--- src/rtl/d_pipe_pkg.sv ---
// ----------------------------------------------------------------------------
// d_pipe_pkg
//
// Purpose
//   Shared definitions for the d_pipe_register delay line:
//     - cnt_w()       width of the occupancy counter for a given depth
//     - pipe_act_e    the one action the pipeline takes at a clock edge
//     - decode_act()  maps the flush/en control pair onto that action
//
// The per-stage record {vld, data} depends on WIDTH, so it is declared as a
// packed struct inside each module that needs it rather than here.
// ----------------------------------------------------------------------------
package d_pipe_pkg;

    // Action taken by every stage and by the counter at a rising edge.
    // Flush dominates advance, advance dominates hold.
    typedef enum logic [1:0] {
        ACT_HOLD  = 2'd0,
        ACT_SHIFT = 2'd1,
        ACT_FLUSH = 2'd2
    } pipe_act_e;

    // Bits needed to represent an occupancy in the range 0..depth.
    function automatic int cnt_w(input int depth);
        return (depth < 1) ? 1 : $clog2(depth + 1);
    endfunction

    function automatic pipe_act_e decode_act(input logic flush, input logic en);
        if (flush) begin
            return ACT_FLUSH;
        end
        if (en) begin
            return ACT_SHIFT;
        end
        return ACT_HOLD;
    endfunction

endpackage : d_pipe_pkg

--- src/rtl/d_pipe_stage.sv ---
// ----------------------------------------------------------------------------
// d_pipe_stage
//
// Purpose
//   One stage of the delay line: a WIDTH-bit data register plus its valid
//   bit, stored together as a single WIDTH+1-bit record.
//
// Ports
//   clk      in   1      rising-edge clock
//   rst      in   1      asynchronous reset, active-low
//   en       in   1      load {d_valid, d} this edge
//   clr      in   1      clear the valid bit only; has priority over en
//   d        in   WIDTH  data from the previous stage (or the pipe input)
//   d_valid  in   1      valid bit from the previous stage (or the pipe input)
//   q        out  WIDTH  stored data
//   q_valid  out  1      stored valid bit
// ----------------------------------------------------------------------------
module d_pipe_stage #(
    parameter int               WIDTH     = 8,
    parameter logic [WIDTH-1:0] RESET_VAL = '0
) (
    input  logic             clk,
    input  logic             rst,
    input  logic             en,
    input  logic             clr,
    input  logic [WIDTH-1:0] d,
    input  logic             d_valid,
    output logic [WIDTH-1:0] q,
    output logic             q_valid
);

    typedef struct packed {
        logic             vld;
        logic [WIDTH-1:0] data;
    } stage_t;

    stage_t stage_q;

    // NOTE: sequential state is written with non-blocking assignments so that
    // every stage samples its neighbour's pre-edge value; blocking writes here
    // would let data ripple through several stages in one clock.
    //
    // NOTE: the data field is reset as well as the valid bit, because the
    // pipe output must read RESET_VAL immediately after reset, not whatever
    // was last shifted through.
    always_ff @(posedge clk or negedge rst) begin
        if (!rst) begin
            stage_q.vld  <= 1'b0;
            stage_q.data <= RESET_VAL;
        end else if (clr) begin
            // Flush only invalidates; the data field keeps its old contents.
            stage_q.vld  <= 1'b0;
        end else if (en) begin
            stage_q.vld  <= d_valid;
            stage_q.data <= d;
        end
    end

    assign q       = stage_q.data;
    assign q_valid = stage_q.vld;

endmodule : d_pipe_stage

--- src/rtl/d_pipe_register.sv ---
// ----------------------------------------------------------------------------
// d_pipe_register
//
// Purpose
//   Stallable, flushable multi-stage D-register delay line with per-stage
//   valid tracking and an occupancy count. With en held high, an input
//   appears on q/q_valid DEPTH rising edges after it was presented.
//   Data moves through every stage regardless of its valid bit; invalid
//   slots (bubbles) carry data with vld = 0.
//
// Parameters
//   WIDTH      data bits per stage (>= 1)
//   DEPTH      number of stages = latency in advancing cycles (>= 1)
//   RESET_VAL  data value loaded into every stage on reset
//
// Ports
//   clk      in   1                rising-edge clock
//   rst      in   1                asynchronous reset, active-low
//   en       in   1                advance the pipeline this edge
//   flush    in   1                synchronous clear of all valid bits
//   d        in   WIDTH            input data
//   d_valid  in   1                input data qualifier
//   q        out  WIDTH            data of the last stage
//   q_valid  out  1                valid bit of the last stage
//   count    out  clog2(DEPTH+1)   number of stages holding valid data
//   full     out  1                count == DEPTH
//   empty    out  1                count == 0
//
// Edge priority: flush > en > hold. q and q_valid come straight from the
// last stage register, so there is no combinational path from any input.
// ----------------------------------------------------------------------------
module d_pipe_register
    import d_pipe_pkg::*;
#(
    parameter  int               WIDTH     = 8,
    parameter  int               DEPTH     = 4,
    parameter  logic [WIDTH-1:0] RESET_VAL = '0,
    localparam int               CNT_W     = cnt_w(DEPTH)
) (
    input  logic             clk,
    input  logic             rst,
    input  logic             en,
    input  logic             flush,
    input  logic [WIDTH-1:0] d,
    input  logic             d_valid,
    output logic [WIDTH-1:0] q,
    output logic             q_valid,
    output logic [CNT_W-1:0] count,
    output logic             full,
    output logic             empty
);

    // ------------------------------------------------------------------
    // Edge action, shared by every stage and the occupancy counter so the
    // two can never disagree about what happened at a given edge.
    // ------------------------------------------------------------------
    pipe_act_e act;
    logic      stage_en;
    logic      stage_clr;

    assign act       = decode_act(flush, en);
    assign stage_en  = (act == ACT_SHIFT);
    assign stage_clr = (act == ACT_FLUSH);

    // ------------------------------------------------------------------
    // Stage chain: stage 0 takes the pipe input, stage i takes stage i-1.
    // ------------------------------------------------------------------
    logic [WIDTH-1:0] stage_data [DEPTH];
    logic [DEPTH-1:0] stage_vld;

    for (genvar i = 0; i < DEPTH; i++) begin : g_stage
        logic [WIDTH-1:0] din;
        logic             din_vld;

        if (i == 0) begin : g_head
            assign din     = d;
            assign din_vld = d_valid;
        end else begin : g_link
            assign din     = stage_data[i-1];
            assign din_vld = stage_vld[i-1];
        end

        d_pipe_stage #(
            .WIDTH     (WIDTH),
            .RESET_VAL (RESET_VAL)
        ) u_stage (
            .clk     (clk),
            .rst     (rst),
            .en      (stage_en),
            .clr     (stage_clr),
            .d       (din),
            .d_valid (din_vld),
            .q       (stage_data[i]),
            .q_valid (stage_vld[i])
        );
    end : g_stage

    assign q       = stage_data[DEPTH-1];
    assign q_valid = stage_vld[DEPTH-1];

    // ------------------------------------------------------------------
    // Occupancy counter. It tracks the popcount of stage_vld incrementally:
    // on an advance one slot enters (d_valid) and one leaves (last vld).
    // When the pipe is full and a valid word enters, the last stage is
    // necessarily valid too, so the sum stays within 0..DEPTH and the
    // CNT_W-bit arithmetic never wraps.
    // ------------------------------------------------------------------
    logic [CNT_W-1:0] count_nxt;

    // NOTE: count_nxt gets a default before the case so every path through
    // this block assigns it; a missing default would infer a latch.
    always_comb begin
        count_nxt = count;
        unique case (act)
            ACT_FLUSH: count_nxt = '0;
            ACT_SHIFT: count_nxt = count + CNT_W'(d_valid) - CNT_W'(stage_vld[DEPTH-1]);
            default:   count_nxt = count;
        endcase
    end

    always_ff @(posedge clk or negedge rst) begin
        if (!rst) begin
            count <= '0;
        end else begin
            count <= count_nxt;
        end
    end

    assign full  = (count == CNT_W'(DEPTH));
    assign empty = (count == '0);

endmodule : d_pipe_register

--- config.mk ---
export PLATFORM = sky130hd
export DESIGN_NAME = d_pipe_register
export DESIGN_NICKNAME = d
export VERILOG_FILES = /design/src/rtl/d_pipe_pkg.sv /design/src/rtl/d_pipe_stage.sv /design/src/rtl/d_pipe_register.sv
export SDC_FILE = /design/constraint.sdc
export NUM_CORES = 1
export LEC_CHECK = 0
export CAP_MARGIN = 10
export CORE_MARGIN = 2
export CORE_UTILIZATION = 46
export CTS_CLUSTER_SIZE = 14
export DETAILED_ROUTE_END_ITERATION = 8
export PLACE_DENSITY = 0.7
export SETUP_SLACK_MARGIN = 0.4
export SLEW_MARGIN = 20
export SYNTH_ARGS = -nofsm -noshare
export SYNTH_HDL_FRONTEND = slang
export SYNTH_SLANG_ARGS = --single-unit
--- constraint.sdc ---
create_clock -name clk -period 4.2 [get_ports clk]
set_input_delay 0.84 -clock clk [delete_from_list [all_inputs] [get_ports clk]]
set_output_delay 0.84 -clock clk [all_outputs]
set_load 0.05 [all_outputs]
# After elaboration in Yosys (flattened, before gate mapping)
# Cells that the tools add are included.
# word_totals
romBits	0
ramBits	0
regBits	39
input_bits	13
output_inout_bits	14
mem_count	0
latchBits	0
# classes
n_mux	16
shift	0
addsub	2
bitwise_logic	1
mul	0
div	0
magnitude_cmp	0
reduce_logical	3
eq_ne	3
# op_table
op	n
2-to-1 mux 9 bit	4
2-to-1 mux 2 bit	4
2-to-1 mux 1 bit	7
case mux 3 bit (2 select lines)	1
adder 3 x 1 -> 3 bit	1
== test 3 bit, second input constant	1
logical NOT 3 bit	1
subtractor 3 x 1 -> 3 bit	1
== test 2 x 1 -> 1 bit, second input constant	1
== test 2 bit, second input constant	1
AND reduction 2 bit	1
nonzero test 2 bit	1
inverter 1 bit	1

# Logic depth before layout (Yosys ltp)
# logic_depth
ltp_word	7
ltp_mapped	8
ltp_nobuf	8

# Hierarchy
# A second synthesis with hierarchy kept.
# hier_totals
hier_cells	107
hier_area_um2	1754.2
# modules_own_cells
module	seq_area_each_um2	area_each_um2	cells_each	instances
d_pipe_stage	225.2	384.1	21	4
d_pipe_register	75.1	217.7	23	1

# Worst setup path before layout
# No wires, ideal clock.
# synth_timing
kind	register to output
from	reg count[2]
to	out empty
n_path_buf	0
arrival_ps	1734
stages_incl_launch_ff	2
slack_ps	1626
path_cell_list	dfrtp_1 > nor3_1
# synth_via
elab_chain_len	1
# synth_rtl
item	line_no	text
from (decl)	d_pipe_register.sv:48	output logic [CNT_W-1:0] count,
from (signal assigned)	d_pipe_register.sv:125	count <= count_nxt;
logical NOT 3 bit	d_pipe_register.sv:130	assign empty = (count == '0);
to (decl)	d_pipe_register.sv:50	output logic empty
# No other way between the ends.

# Worst setup path in the final report
# layout_timing
from	reg count[1]
to	out full
# layout_via
elab_chain_len	1
# layout_rtl
item	line_no	text
== test 3 bit	d_pipe_register.sv:129	assign full = (count == CNT_W'(DEPTH));
to (decl)	d_pipe_register.sv:49	output logic full,
# No other way between the ends.

==> impl_metrics.toml <==
[status]
outcome = "complete, no violations"

[critical_path]
cp-end-kind = "output port"
critPathMaxFanout = 5
crit_chain = "inv_1 -> and3_1 -> clkdlybuf4s50_1"
slowest_delay_ps = 790
crit_slowest_cell = "clkdlybuf4s50_1"
crit_type = "reg2out"
start_kind = "flip-flop"
crit_required_ps = 3360
cp.arrival_ps = 1790

[layout]
final_cell_area_sq_um = 2090
fin_nets = 148
final_cell_mix = "dfrtp_1 (39), mux2_4 (30), clkdlybuf4s50_1 (25)"
fillers = 303
final_common_cell = "dfrtp_1"
num_antenna_cells = 0
syn_to_final_growth_pct = 19.9
drive_gt1_share_pct = 33.1

[global_route]
antenna_found_initial = 0
grt_usage_pct = 14.2
grt_pass1_wl_microns = 4430
grt_pass1_vias = 929
overflow = 0
grt_max_degree = 40

[clocking]
ctsHtreeMaxLevel = 2
cts.sinks = 39
cts_root_buf = "clkbuf_8"
clk_pin_slew_ps = 70
clock_latency_ps = 290
clockBufferDepth = 2
cts_tree = "yes"
cts_resized = 0
cts-buffers-inserted = 5
post_cts_buffers = 0
cts_hold_buf = 0

[routing]
wl_per_cell_microns = 14.0
vias = 881
ant_nets = 0
wl_microns = 2530
drc = 0
vias_per_cell = 4.87
drt_first_pass_iters = 2
drt-initial-drc-count = 31

[die]
rows = 22
die_h_microns = 65.6
core_sq_um = 3660
num_io_pins = 27
start_util_pct = 47.6
die_w_microns = 65.6
die_area_sq_um = 4300

[sta]
min_period_ps = 2630
setup_viol = 0
worst_pin_slew_ps = 824
slew_headroom_pct = 45.1
slew_viol_final = 0
finClkSkew_ps = 8.37
post-route-period-util_pct = 62.7
max_freq_mhz = 380
rsz0062_at_grt = "no"
fin_ws_ps = 1570
finalHoldViolations = 0
fin_setup_tns_ps = 0

[yosys]
yosys_most_used_dff = "dfrtp_1"
synth.yosys.warnings = 0
synth_area_per_cell_sq_um = 16.8
synth.distinct_cells = 17
synth-seq-cells = 39
syn_inst = 104
synth_edf_count = 0
syn_area_sq_um = 1740
ys_seq_area_share_pct = 56.0
synthArstFlopShare_pct = 100
synth_nets = 120

[power_and_ir_drop]
sw_frac_of_total_pct = 30.4
switching_power_mw = 0.372
p_leak_nw = 0.978
seq_power_share_pct = 42.5
peakVddDrop_v = 0.000268
p_comb_share_pct = 31.3
pwr_density_cell_nw_per_um2 = 585
power_frac_clock_pct = 26.2
p_int_mw = 0.851

[placed_design]
io_buffer_count = 26
dp_hpwl_microns = 1650
gp_congestion = 0.738
placed_area_sq_um = 1970
place_ws_ps = 1380

[job]
drv_cap = 0

[worst_hold_path]
hp-class = "reg2reg"
[worst max-delay path: cells and delay by family, from the launching register on]
family,cells,cell delay [ps]
simple gates,1,160
buf+inv,2,910
flops,1,440
[cell type report]
cell class              instances  area, sq um  share of cell area (%)
clock inverters                 2         35.0                    1.68
multi-input cells              55          658                    31.5
well taps                      48         60.1                    2.87
inverters                       4         15.0                   0.719
flip-flops and latches         39          976                    46.7
clock buffers                   6         82.6                    3.95
repair buffers                 27          263                    12.6
[cells in the mapped netlist (all sizes together) (2+ instances only)]
cell type	number	share of area, %
buf	6	5.4
dfrtp	39	56
ha	2	1.4
inv	4	0.86
mux2	32	27
mux2i	6	3.4
nor2	7	1.5
[final timing paths]
check                                          end                     from  depth (start not counted)  slack, ps
max in group asynchronous  g_stage[2].u_stage.q[5]                      rst                          1       3030
min reg2reg                g_stage[2].u_stage.q[3]  g_stage[1].u_stage.q[3]                          1        500
min in group asynchronous  g_stage[2].u_stage.q[1]                      rst                          1        640
max reg2reg                               count[2]                 count[0]                          8       2160
max                                           full                 count[1]                          3       1570
min                        g_stage[2].u_stage.q[3]  g_stage[1].u_stage.q[3]                          1        500
[power by group through the flow]
stage               clock network, mW  registers, mW  logic (mW)
floorplan                           0          0.635       0.167
global placement                    0          0.523       0.380
detailed placement                  0          0.528       0.386
CTS                             0.325          0.523       0.387
global route                    0.348          0.534       0.403
finish                          0.320          0.520       0.383
[kinds of logic (layout without fill, tap and decap cells)]
| family | Yosys count | count (layout) | synth area share (%) |
|---|---|---|---|
| muxes | 38 | 38 | 30.6 |
| adders and majority gates | 3 | 3 | 2.58 |
| buffers and inverters | 10 | 39 | 6.25 |
| xor gates and xnor gates | 1 | 1 | 0.503 |
| AOI/OAI and AO/OA | 2 | 2 | 0.789 |
| and+or+nand+nor | 11 | 11 | 3.30 |
| DFF | 39 | 39 | 56.0 |
[per-layer routing]
layer  wire [microns]  track usage (%)
met3              100             5.82
met5                0                0
met4               28             6.25
met1             1140             18.2
met2             1260             21.2
[sequential cells by signal (all words and copies together), names as in the netlist]
register	count
count	3
g_stage.u_stage.q	32
g_stage.u_stage.q_valid	4
[through the flow]
step / hold WS [ps] / utilization, % / total power [mW] / cells
final: 505 / 57.1 / 1.22 / 181
after global routing: 514 / 57.1 / 1.29 / 181
after floorplan: 476 / - / 0.802 / 104
after global placement: 488 / 53.9 / 0.903 / 173
after CTS: 508 / 57.1 / 1.24 / 181
after detailed placement: 493 / 53.9 / 0.915 / 173
No activity file was read; power rests on OpenSTA's default activity.
